## config.mk

```make
export PLATFORM = sky130hd
export DESIGN_NAME = sar_ctrl
export DESIGN_NICKNAME = d
export VERILOG_FILES = /design/src/rtl/sar_ctrl.sv
export SDC_FILE = /design/constraint.sdc
export NUM_CORES = 1
export LEC_CHECK = 0
export CAP_MARGIN = 20
export CORE_MARGIN = 4
export CORE_UTILIZATION = 56
export DETAILED_ROUTE_END_ITERATION = 7
export PLACE_DENSITY = 0.88
export RECOVER_POWER = 50
export SYNTH_ARGS = -nofsm -noshare
export SYNTH_HDL_FRONTEND = slang
export SYNTH_SLANG_ARGS = --single-unit
```

## constraint.sdc

```tcl
create_clock -name clk -period 3.7 [get_ports clk]
set_input_delay 1.11 -clock clk [delete_from_list [all_inputs] [get_ports clk]]
set_output_delay 1.11 -clock clk [all_outputs]
set_load 0.02 [all_outputs]
```

## src/rtl/sar_ctrl.sv

```systemverilog
// -----------------------------------------------------------------------------
// sar_ctrl
// Successive-approximation controller for a monotonic (vcm-based) SAR ADC.
// Runs a track phase, then makes one comparator decision per clock. Each
// decision but the last switches one DAC capacitor from vcm to vrefn
// (comparator high) or to vrefp (comparator low). ADC_BITS-1 capacitors
// therefore resolve ADC_BITS bits.
//
// Ports
//   clk         rising-edge clock
//   rst         synchronous, active-high reset
//   start       conversion request (level, sampled each edge)
//   comp_out    comparator decision, 1 = DAC node above vcm
//   sample      track-switch enable (high in SAMPLE)
//   comp_en     comparator enable (high in decision cycles)
//   dac_data_h  per-cap high control, index 1 = MSB cap
//   dac_data_l  per-cap low control
//   dout        conversion result, offset binary
//   dout_valid  one-cycle strobe when dout updates
//   busy        high in SAMPLE and CONVERT
// -----------------------------------------------------------------------------
module sar_ctrl #(
  parameter int ADC_BITS      = 8,
  parameter int SAMPLE_CYCLES = 2
) (
  input  logic                clk,
  input  logic                rst,
  input  logic                start,
  input  logic                comp_out,
  output logic                sample,
  output logic                comp_en,
  output logic [1:ADC_BITS-1] dac_data_h,
  output logic [1:ADC_BITS-1] dac_data_l,
  output logic [ADC_BITS-1:0] dout,
  output logic                dout_valid,
  output logic                busy
);

  // One counter serves both the track phase and the decision index.
  localparam int CNT_MAX = (ADC_BITS > SAMPLE_CYCLES) ? ADC_BITS : SAMPLE_CYCLES;
  localparam int CNT_W   = $clog2(CNT_MAX + 1);
  localparam logic [CNT_W-1:0] CNT_ONE      = CNT_W'(1);
  localparam logic [CNT_W-1:0] SAMPLE_LAST  = CNT_W'(SAMPLE_CYCLES - 1);
  localparam logic [CNT_W-1:0] DECIDE_LAST  = CNT_W'(ADC_BITS - 1);

  typedef enum logic [1:0] {
    IDLE    = 2'd0,
    SAMPLE  = 2'd1,
    CONVERT = 2'd2,
    DONE    = 2'd3
  } state_t;

  state_t                state_q, state_d;
  logic [CNT_W-1:0]      cnt_q, cnt_d;
  logic [ADC_BITS-1:0]   result_q, result_d;
  logic [ADC_BITS-1:0]   dout_q, dout_d;
  logic [1:ADC_BITS-1]   dac_h_q, dac_h_d;
  logic [1:ADC_BITS-1]   dac_l_q, dac_l_d;
  logic                  sample_q, sample_d;
  logic                  comp_en_q, comp_en_d;
  logic                  busy_q, busy_d;
  logic                  valid_q, valid_d;

  // Next-state, datapath and registered-output decode.
  always_comb begin
    state_d  = state_q;
    cnt_d    = cnt_q;
    result_d = result_q;
    dout_d   = dout_q;
    dac_h_d  = dac_h_q;
    dac_l_d  = dac_l_q;

    case (state_q)
      IDLE, DONE: begin
        if (start) begin
          // Entering SAMPLE: every cap back to vcm, old partial bits cleared.
          state_d  = SAMPLE;
          cnt_d    = '0;
          result_d = '0;
          dac_h_d  = '0;
          dac_l_d  = '0;
        end else begin
          state_d  = IDLE;
        end
      end
      SAMPLE: begin
        if (cnt_q == SAMPLE_LAST) begin
          state_d = CONVERT;
          cnt_d   = '0;
        end else begin
          cnt_d   = cnt_q + CNT_ONE;
        end
      end
      CONVERT: begin
        // Decision k lands in result bit ADC_BITS-1-k (constant-index loop
        // keeps the selects at their natural widths).
        for (int i = 0; i < ADC_BITS; i++) begin
          if (cnt_q == CNT_W'(ADC_BITS - 1 - i)) begin
            result_d[i] = comp_out;
          end
        end
        // Decision k switches cap k+1; a high comparator pulls the node down.
        for (int i = 1; i < ADC_BITS; i++) begin
          if (cnt_q == CNT_W'(i - 1)) begin
            dac_h_d[i] = ~comp_out;
            dac_l_d[i] = comp_out;
          end
        end
        if (cnt_q == DECIDE_LAST) begin
          state_d = DONE;
          cnt_d   = '0;
          dout_d  = result_d;
        end else begin
          cnt_d   = cnt_q + CNT_ONE;
        end
      end
      default: begin
        state_d = IDLE;
        cnt_d   = '0;
      end
    endcase

    sample_d  = (state_d == SAMPLE);
    comp_en_d = (state_d == CONVERT);
    busy_d    = (state_d == SAMPLE) || (state_d == CONVERT);
    valid_d   = (state_d == DONE);
  end

  // State, datapath and output registers with synchronous reset.
  always_ff @(posedge clk) begin
    if (rst) begin
      state_q   <= IDLE;
      cnt_q     <= '0;
      result_q  <= '0;
      dout_q    <= '0;
      dac_h_q   <= '0;
      dac_l_q   <= '0;
      sample_q  <= 1'b0;
      comp_en_q <= 1'b0;
      busy_q    <= 1'b0;
      valid_q   <= 1'b0;
    end else begin
      state_q   <= state_d;
      cnt_q     <= cnt_d;
      result_q  <= result_d;
      dout_q    <= dout_d;
      dac_h_q   <= dac_h_d;
      dac_l_q   <= dac_l_d;
      sample_q  <= sample_d;
      comp_en_q <= comp_en_d;
      busy_q    <= busy_d;
      valid_q   <= valid_d;
    end
  end

  assign sample     = sample_q;
  assign comp_en    = comp_en_q;
  assign busy       = busy_q;
  assign dout_valid = valid_q;
  assign dout       = dout_q;
  assign dac_data_h = dac_h_q;
  assign dac_data_l = dac_l_q;

endmodule

```

==> results of run 1 <==
[cell usage after synthesis (5+ instances only)]
cell type	number	area share, %
inv_1	6	1.3
nand2_1	28	5.9
ha_1	9	6.3
dfxtp_1	39	44
a311oi_1	6	3.0
nor2_1	20	4.2
buf_2	6	1.7
nand3_1	12	3.4
a21oi_1	17	4.8
clkbuf_1	5	1.1
a32oi_1	5	2.5
a21o_1	6	2.5
nor2b_1	5	1.8
[worst min-delay path by stage]
stage	depth (start not counted)	slack [ns]	start	endpoint
4_1_cts	2	0.46	result_q[6]	result_q[6]
5_1_grt	2	0.49	result_q[6]	result_q[6]
3_5_place_dp	2	0.45	result_q[6]	result_q[6]
3_3_place_gp	2	0.44	result_q[3]	result_q[3]
6_report	2	0.46	dac_data_l[7]	dac_data_l[7]
2_1_floorplan	2	0.44	result_q[4]	result_q[4]
[worst max-delay path, stage by stage]
cell and delay (ns):
dlygate4sd3_1 0.59, mux2i_1 0.54, o21bai_1 0.26, nand2_1 0.10, a21oi_1 0.13
[per-layer routing]
metal	up-vias	global-route usage, %	wire length (um)
met4	0	10.0	36
li1	748	-	-
met2	47	29.6	1780
met1	733	28.3	1790
met5	-	0	0
met3	5	4.04	164
[registers in the layout, summed over array words and instances, names as in the netlist, 2 cells and up]
name        cells
cnt_q           4
dac_data_h      7
dac_data_l      7
result_q        7
state_q         2
dout            8
[power by group]
group          internal (W)  switching (W)  total (W)  leakage (nW)
Combinational     0.0000194      0.0000335  0.0000530         0.389
Clock             0.0000742       0.000135   0.000209        0.0293
Sequential         0.000423     0.00000260   0.000425         0.315
[metrics by stage]
stage	hold WS, ns	power, W	cell area, um^2
global placement	0.443	0.000487	2060
CTS	0.465	0.000691	2110
finish	0.463	0.000687	2100
global route	0.485	0.000718	2100
detailed placement	0.449	0.000488	2060
floorplan	0.436	0.000472	1780
[layout make-up]
class / count / area [um^2] / area share (%)
clock buffer: 7 / 45.0 / 2.15
clock inverter: 1 / 5.00 / 0.239
inverter: 8 / 30.0 / 1.43
multi-input combinational: 140 / 882 / 42.1
sequential: 39 / 781 / 37.3
tap: 44 / 55.1 / 2.63
timing repair buffer: 30 / 298 / 14.2
[logic make-up (layout without fill, tap and decap cells)]
kind of cell             Yosys count  count (layout)  synth area share (%)
multiplexers                       3               3                  1.90
adder cells (fa/ha/maj)            9               9                  6.33
buffers and inverters             22              46                  5.77
AND/OR/NAND/NOR                   82              82                  23.4
flip-flops                        39              39                  43.9
AO/OA/AOI/OAI                     46              46                  18.7
==> impl_metrics.ini, run 1 <==
[run_status]
status = completed

[cts]
hold_buffers = 0
cts_tree = yes
clockBufferDepth = 2
cts_buffers = 5
cts_max_level = 2
clk_pin_slew_ns = 0.11
cts_sinks = 39
root_buffer = clkbuf_4
postCtsSetupBuffers = 0
cts_resized = 0
insertion_delay_ns = 0.33

[final_layout]
stdcell_count = 269
layout-drive-gt1-share_pct = 6.22
nets = 237
area_growth_pct = 17.8
layout_common_cells = dfxtp_1 (39), nand2_1 (28), clkdlybuf4s50_1 (28), nor2_1 (20), a21oi_1 (17)
antenna_cells = 0
final_core_util_pct = 68.6
fillers = 260
mostFrequentLayoutCell = dfxtp_1

[place]
place_congestion = 0.843
dp_hpwl_um = 2610
pre_cts_slack_ns = 1.13
port_buffers = 29
dp_cells = 261

[sta]
clock.fmax_ghz = 0.404
worst_pin_slew_ns = 0.641
fin_crit_ns = 2.47
max_slew_margin_pct = 56.0
rsz0062_at_grt = false
skew_ns = 0.00353
hold_viol = 0
drv_slew = 0
setup_ws_ns = 1.23
tns_ns = 0
finalCritPeriodShare_pct = 66.9
setup_viol = 0

[route]
dr.pass1.iters = 4
initialDrtViolationCount = 98
wl_per_cell_um = 14.0
drtAntennaViolNets = 0
via_per_inst = 5.70
vias = 1533
drt_wl_total_um = 3770
drc = 0

[critical_path]
rrSetupSlack_ns = 1.30
worstReg2RegEnd = busy
cp_max_fo = 7
end_kind = register
critPathLaunch = start
critical_path_class = in2reg
worst_setup_path_start_kind = input port
r2r-start = state_q[0]
cp-endpoint = dac_data_h[4]
arrival_ns = 2.75
crit_required_ns = 3.97
ff2ff_path_depth = 8

[die]
rows = 20
io-pin-count = 30
coreArea_mm2 = 0.00305
start_util_pct = 58.3
fp.dieH_um = 64.4
fp.dieW_um = 64.4
dieArea_mm2 = 0.00414

[logic_synthesis]
synthesis.area_mm2 = 0.00178
synthesis.nets = 214
synth_seq_area_share_pct = 43.9
postSynth.asyncResetShare_pct = 0
synth_seq_cells = 39
synthCells = 201
ys_types = 42
yosys_most_used_dff = dfxtp_1
synth_warnings = 0
postSynthAreaPerCell_um2 = 8.85
synth-edff-count = 0

[grt]
overflow = 0
grt_pass1_wl_um = 6640
grtUsageTotal_pct = 20.3
grt_pass1_vias = 1429
antenna_found_initial = 0
grt_start_max_net_pins = 40

[hold_path]
hold_class = reg2reg

[power]
power_density_mw_per_mm2 = 328
peakVddDrop_v = 0.000244
p_leak_nw = 0.733

[job]
maxCapViolations = 0
(Power assumes the default switching activity.)
==> run 2, diff against run 1 <==
CORE_UTILIZATION = 52   (was 56)
PLACE_DENSITY = 0.82   (was 0.88)
clock period = 2.57 ns   (was 3.7 ns; I/O delays follow)
==> run 2 against run 1 <==
Against the previous run: via count rose by 0.33%; combinational power up 44%; wire length is 6.2% higher; sequential cell count unchanged; sequential share of layout area shrank 0.57 points; power is 63% higher; critical endpoint is now dac_data_h[6].
==> impl_metrics.ini, run 2 (synthesis gave the netlist of run 1 again) <==
[sta]
fin_crit_ns = 2.24
holdWs_ns = 0.464
max_slew_margin_pct = 44.4
tns_ns = 0
finalCritPeriodShare_pct = 87.3
drv_slew = 0
setup_viol = 0
worst_pin_slew_ns = 0.828
hold_viol = 0
rsz0062_at_grt = false
clock.fmax_ghz = 0.446
skew_ns = 0.00825

[final_layout]
mostFrequentLayoutCell = dfxtp_1
fillers = 275
nets = 239
layout_common_cells = dfxtp_1 (39), nand2_1 (28), clkdlybuf4s50_1 (28), nor2_1 (20), a21oi_1 (18)
layout-drive-gt1-share_pct = 5.73
largest_reg_flops = 8
area_growth_pct = 19.6
antenna_cells = 0
stdcell_count = 271

[route]
vias = 1538
dr.pass1.iters = 4
initialDrtViolationCount = 69
via_per_inst = 5.68
drt_wl_total_um = 4000
drtAntennaViolNets = 0
drc = 0
wl_per_cell_um = 14.8

[critical_path]
crit_buf_inv = 1
critPathSlowestCell = nor3_1
path_cells = dlygate4sd3_1 -> nor2b_1 -> nor3_1 -> a32oi_1 -> nor2_1
rrSetupSlack_ns = 0.37
slowest_delay_ns = 0.65
critical_path_class = in2reg
worst_setup_path_start_kind = input port
crit_required_ns = 2.86
end_kind = register
cp_max_fo = 7
arrival_ns = 2.53
crit_family = simple AND/OR/NAND/NOR gates

[grt]
grt_start_max_net_pins = 40
antenna_found_initial = 0
grt_pass1_vias = 1530
overflow = 0
grtUsageTotal_pct = 20.9
grt_pass1_wl_um = 7000

[cts]
insertion_delay_ns = 0.35
cts_tree = yes
postCtsSetupBuffers = 0
cts_buffers = 5
cts_sinks = 39
root_buffer = clkbuf_4
clk_pin_slew_ns = 0.12
cts_resized = 0
cts_max_level = 2
clockBufferDepth = 2
hold_buffers = 0

[power]
peakVddDrop_v = 0.000389
power_density_mw_per_mm2 = 526
p_leak_nw = 0.747

[place]
port_buffers = 29
place_congestion = 0.889
dp_cells = 263
dp_hpwl_um = 2850

[die]
rows = 20
coreArea_mm2 = 0.00315
fp.dieW_um = 66.5
fp.dieH_um = 66.5
dieArea_mm2 = 0.00442
start_util_pct = 56.4
io-pin-count = 30

[hold_path]
hold_class = reg2reg

[job]
maxCapViolations = 0

[run_status]
status = completed
==> run 2: cell type report <==
cell class / count / area [um^2] / area share [%]
Sequential cell: 39 / 781 / 36.7
Clock buffer: 6 / 51.3 / 2.41
Tap cell: 44 / 55.1 / 2.59
Clock inverter: 2 / 35.0 / 1.65
Timing Repair Buffer: 32 / 309 / 14.5
Multi-Input combinational cell: 140 / 867 / 40.7
Inverter: 8 / 30.0 / 1.41
==> run 2: through the flow <==
stage	total power, W	instance area (um^2)	util, %	setup slack [ns]
floorplan	0.000680	1780	-	0.717
CTS	0.00113	2160	68.5	0.440
global placement	0.000700	2070	65.8	0.344
global route	0.00116	2130	67.5	0.220
finish	0.00112	2130	67.5	0.327
detailed placement	0.000703	2070	65.8	0.285
==> run 2: metal layers <==
layer / global-route usage, % / vias to the layer above / wire length [um]
met1: 26.2 / 710 / 1750
met3: 4.72 / 10 / 299
met2: 33.5 / 66 / 1860
li1: - / 752 / -
met4: 10.7 / 0 / 92
met5: 0 / - / 0
==> run 2: worst reg2reg max path, stage by stage, from the launching register on <==
cell and delay [ns]:
dfxtp_1 0.44, ha_1 0.35, or3b_1 0.46, a21oi_1 0.26, o31a_1 0.21, inv_1 0.07
ha_1 0.26, nor2_1 0.09
==> run 2: path summary, 6_finish.rpt <==
| path | from | cells past startpoint | to |
|---|---|---|---|
| worst max-delay path | start | 5 | dac_data_h[6] |
| worst min-delay path | dac_data_l[3] | 2 | dac_data_l[3] |
| worst max register to register | cnt_q[0] | 7 | busy |
| worst min register to register | dac_data_l[3] | 2 | dac_data_l[3] |
==> run 2: power breakdown <==
part | internal (W) | switching (W)
combinational | 0.0000281 | 0.0000481
clock | 0.000230 | 0.000201
sequential | 0.000609 | 0.00000311
total | 0.000866 | 0.000252
==> run 3, diff against run 2 <==
CORE_UTILIZATION = 40   (was 52)
PLACE_DENSITY = 0.67   (was 0.82)
==> run 3 against run 2 <==
Against the previous run: clock skew down 0.0057 ns; count of clock-buffer cells in the layout is 1 higher; non-clock buffer count increased by 3; critical path type is now reg2reg; critical endpoint is now busy; highest routed layer unchanged.
==> impl_metrics.ini, run 3 (synthesis gave the netlist of run 1 again) <==
[die]
fp.dieW_um = 74.7
start_util_pct = 42.9
coreArea_mm2 = 0.00414
dieArea_mm2 = 0.00558
fp.dieH_um = 74.7
io-pin-count = 30
rows = 23

[power]
comb_power_share_pct = 7.0
p_leak_nw = 0.799
power_density_mw_per_mm2 = 502
power.share.clock_pct = 36.6
p_int_w = 0.000827
peakVddDrop_v = 0.000340
sw_frac_of_total_pct = 23.7
pwr-share-seq_pct = 56.4
netSwitchingPower_w = 0.000257

[grt]
grt_start_max_net_pins = 40
grt_pass1_vias = 1392
grtUsageTotal_pct = 15.2
overflow = 0
antenna_found_initial = 0
grt_pass1_wl_um = 6530

[route]
initialDrtViolationCount = 98
drc = 0
drt_wl_total_um = 3940
wl_per_cell_um = 14.1
dr.pass1.iters = 4
drtAntennaViolNets = 0
via_per_inst = 5.38
vias = 1506

[final_layout]
layout-drive-gt1-share_pct = 6.52
final_core_util_pct = 52.1
antenna_cells = 0
finish.instance_area_mm2 = 0.00216
layout_common_cells = dfxtp_1 (39), nand2_1 (28), nor2_1 (20), clkdlybuf4s50_1 (18), a21oi_1 (17)
area_growth_pct = 21.4
largest_reg_flops = 8
nets = 242
mostFrequentLayoutCell = dfxtp_1

[critical_path]
ff2ff_path_depth = 7
critPathLaunch = cnt_q[0]
worstReg2RegEnd = busy
arrival_ns = 2.39
cp_max_fo = 7
cp-endpoint = busy
critical_path_class = reg2reg
end_kind = register
r2r-start = cnt_q[0]
crit_required_ns = 2.79
rrSetupSlack_ns = 0.41
worst_setup_path_start_kind = register

[sta]
rsz0062_at_grt = false
hold_viol = 0
setup_viol = 0
tns_ns = 0
worst_pin_slew_ns = 0.708
finalCritPeriodShare_pct = 84.2
skew_ns = 0.00254
drv_slew = 0
fin_crit_ns = 2.16
max_slew_margin_pct = 52.8
clock.fmax_ghz = 0.462

[cts]
insertion_delay_ns = 0.29
cts_buffers = 5
root_buffer = clkbuf_8
cts_sinks = 39
cts_max_level = 2
clk_pin_slew_ns = 0.07
hold_buffers = 0
cts_tree = yes
postCtsSetupBuffers = 0
cts_resized = 0
clockBufferDepth = 2

[place]
place_congestion = 0.837
place_area_mm2 = 0.00210
dp_hpwl_um = 2770
port_buffers = 29

[hold_path]
hold_class = reg2reg

[job]
maxCapViolations = 0

[run_status]
status = completed
[run 3: metal layers]
metal / vias up / share of wire [%] / track usage, %
met1: 709 / 51 / 21.3
li1: 758 / - / -
met2: 33 / 43 / 22.6
met3: 6 / 3.9 / 4.01
met5: - / 0 / 0
met4: 0 / 1.4 / 5.53
[run 3: layout make-up]
| type | instances | area, um^2 |
|---|---|---|
| tap | 50 | 62.6 |
| clock buffer | 7 | 76.3 |
| timing repair buffer | 35 | 328 |
| multi-input combinational | 140 | 877 |
| clock inverter | 1 | 5.00 |
| sequential | 39 | 781 |
| fill | 429 | 1980 |
| inverter | 8 | 30.0 |
[run 3: worst min path at each step]
stage	cells after the start	start	endpoint	slack (ns)
after floorplan	2	result_q[4]	result_q[4]	0.44
after global placement	2	result_q[1]	result_q[1]	0.44
after detailed placement	2	dac_data_l[6]	dac_data_l[6]	0.45
after CTS	2	dac_data_l[6]	dac_data_l[6]	0.47
after global routing	2	dac_data_h[4]	dac_data_h[4]	0.48
final	2	dac_data_h[4]	dac_data_h[4]	0.46
[run 3: per-stage QoR]
step | worst slack, ns | power [W] | std cells | hold slack, ns
floorplan | 0.717 | 0.000680 | 201 | 0.436
global placement | 0.354 | 0.000704 | 272 | 0.442
detailed placement | 0.348 | 0.000704 | 272 | 0.451
CTS | 0.449 | 0.00110 | 280 | 0.466
global route | 0.234 | 0.00113 | 280 | 0.478
finish | 0.406 | 0.00108 | 280 | 0.460
[run 3: worst max-delay path, cell delays in order, from the launching register on]
cell	delay, ns
dfxtp_1	0.42
ha_1	0.33
or3b_1	0.47
a21oi_2	0.24
o31a_1	0.19
inv_1	0.07
ha_1	0.27
nor2_1	0.10
[run 3: power by group through the flow]
| stage | logic (W) | registers (W) | clock network [W] |
|---|---|---|---|
| after detailed placement | 0.0000786 | 0.000626 | 0 |
| after global placement | 0.0000784 | 0.000625 | 0 |
| after floorplan | 0.0000527 | 0.000627 | 0 |
| after global routing | 0.0000845 | 0.000612 | 0.000430 |
| final | 0.0000762 | 0.000611 | 0.000397 |
| after CTS | 0.0000791 | 0.000611 | 0.000406 |
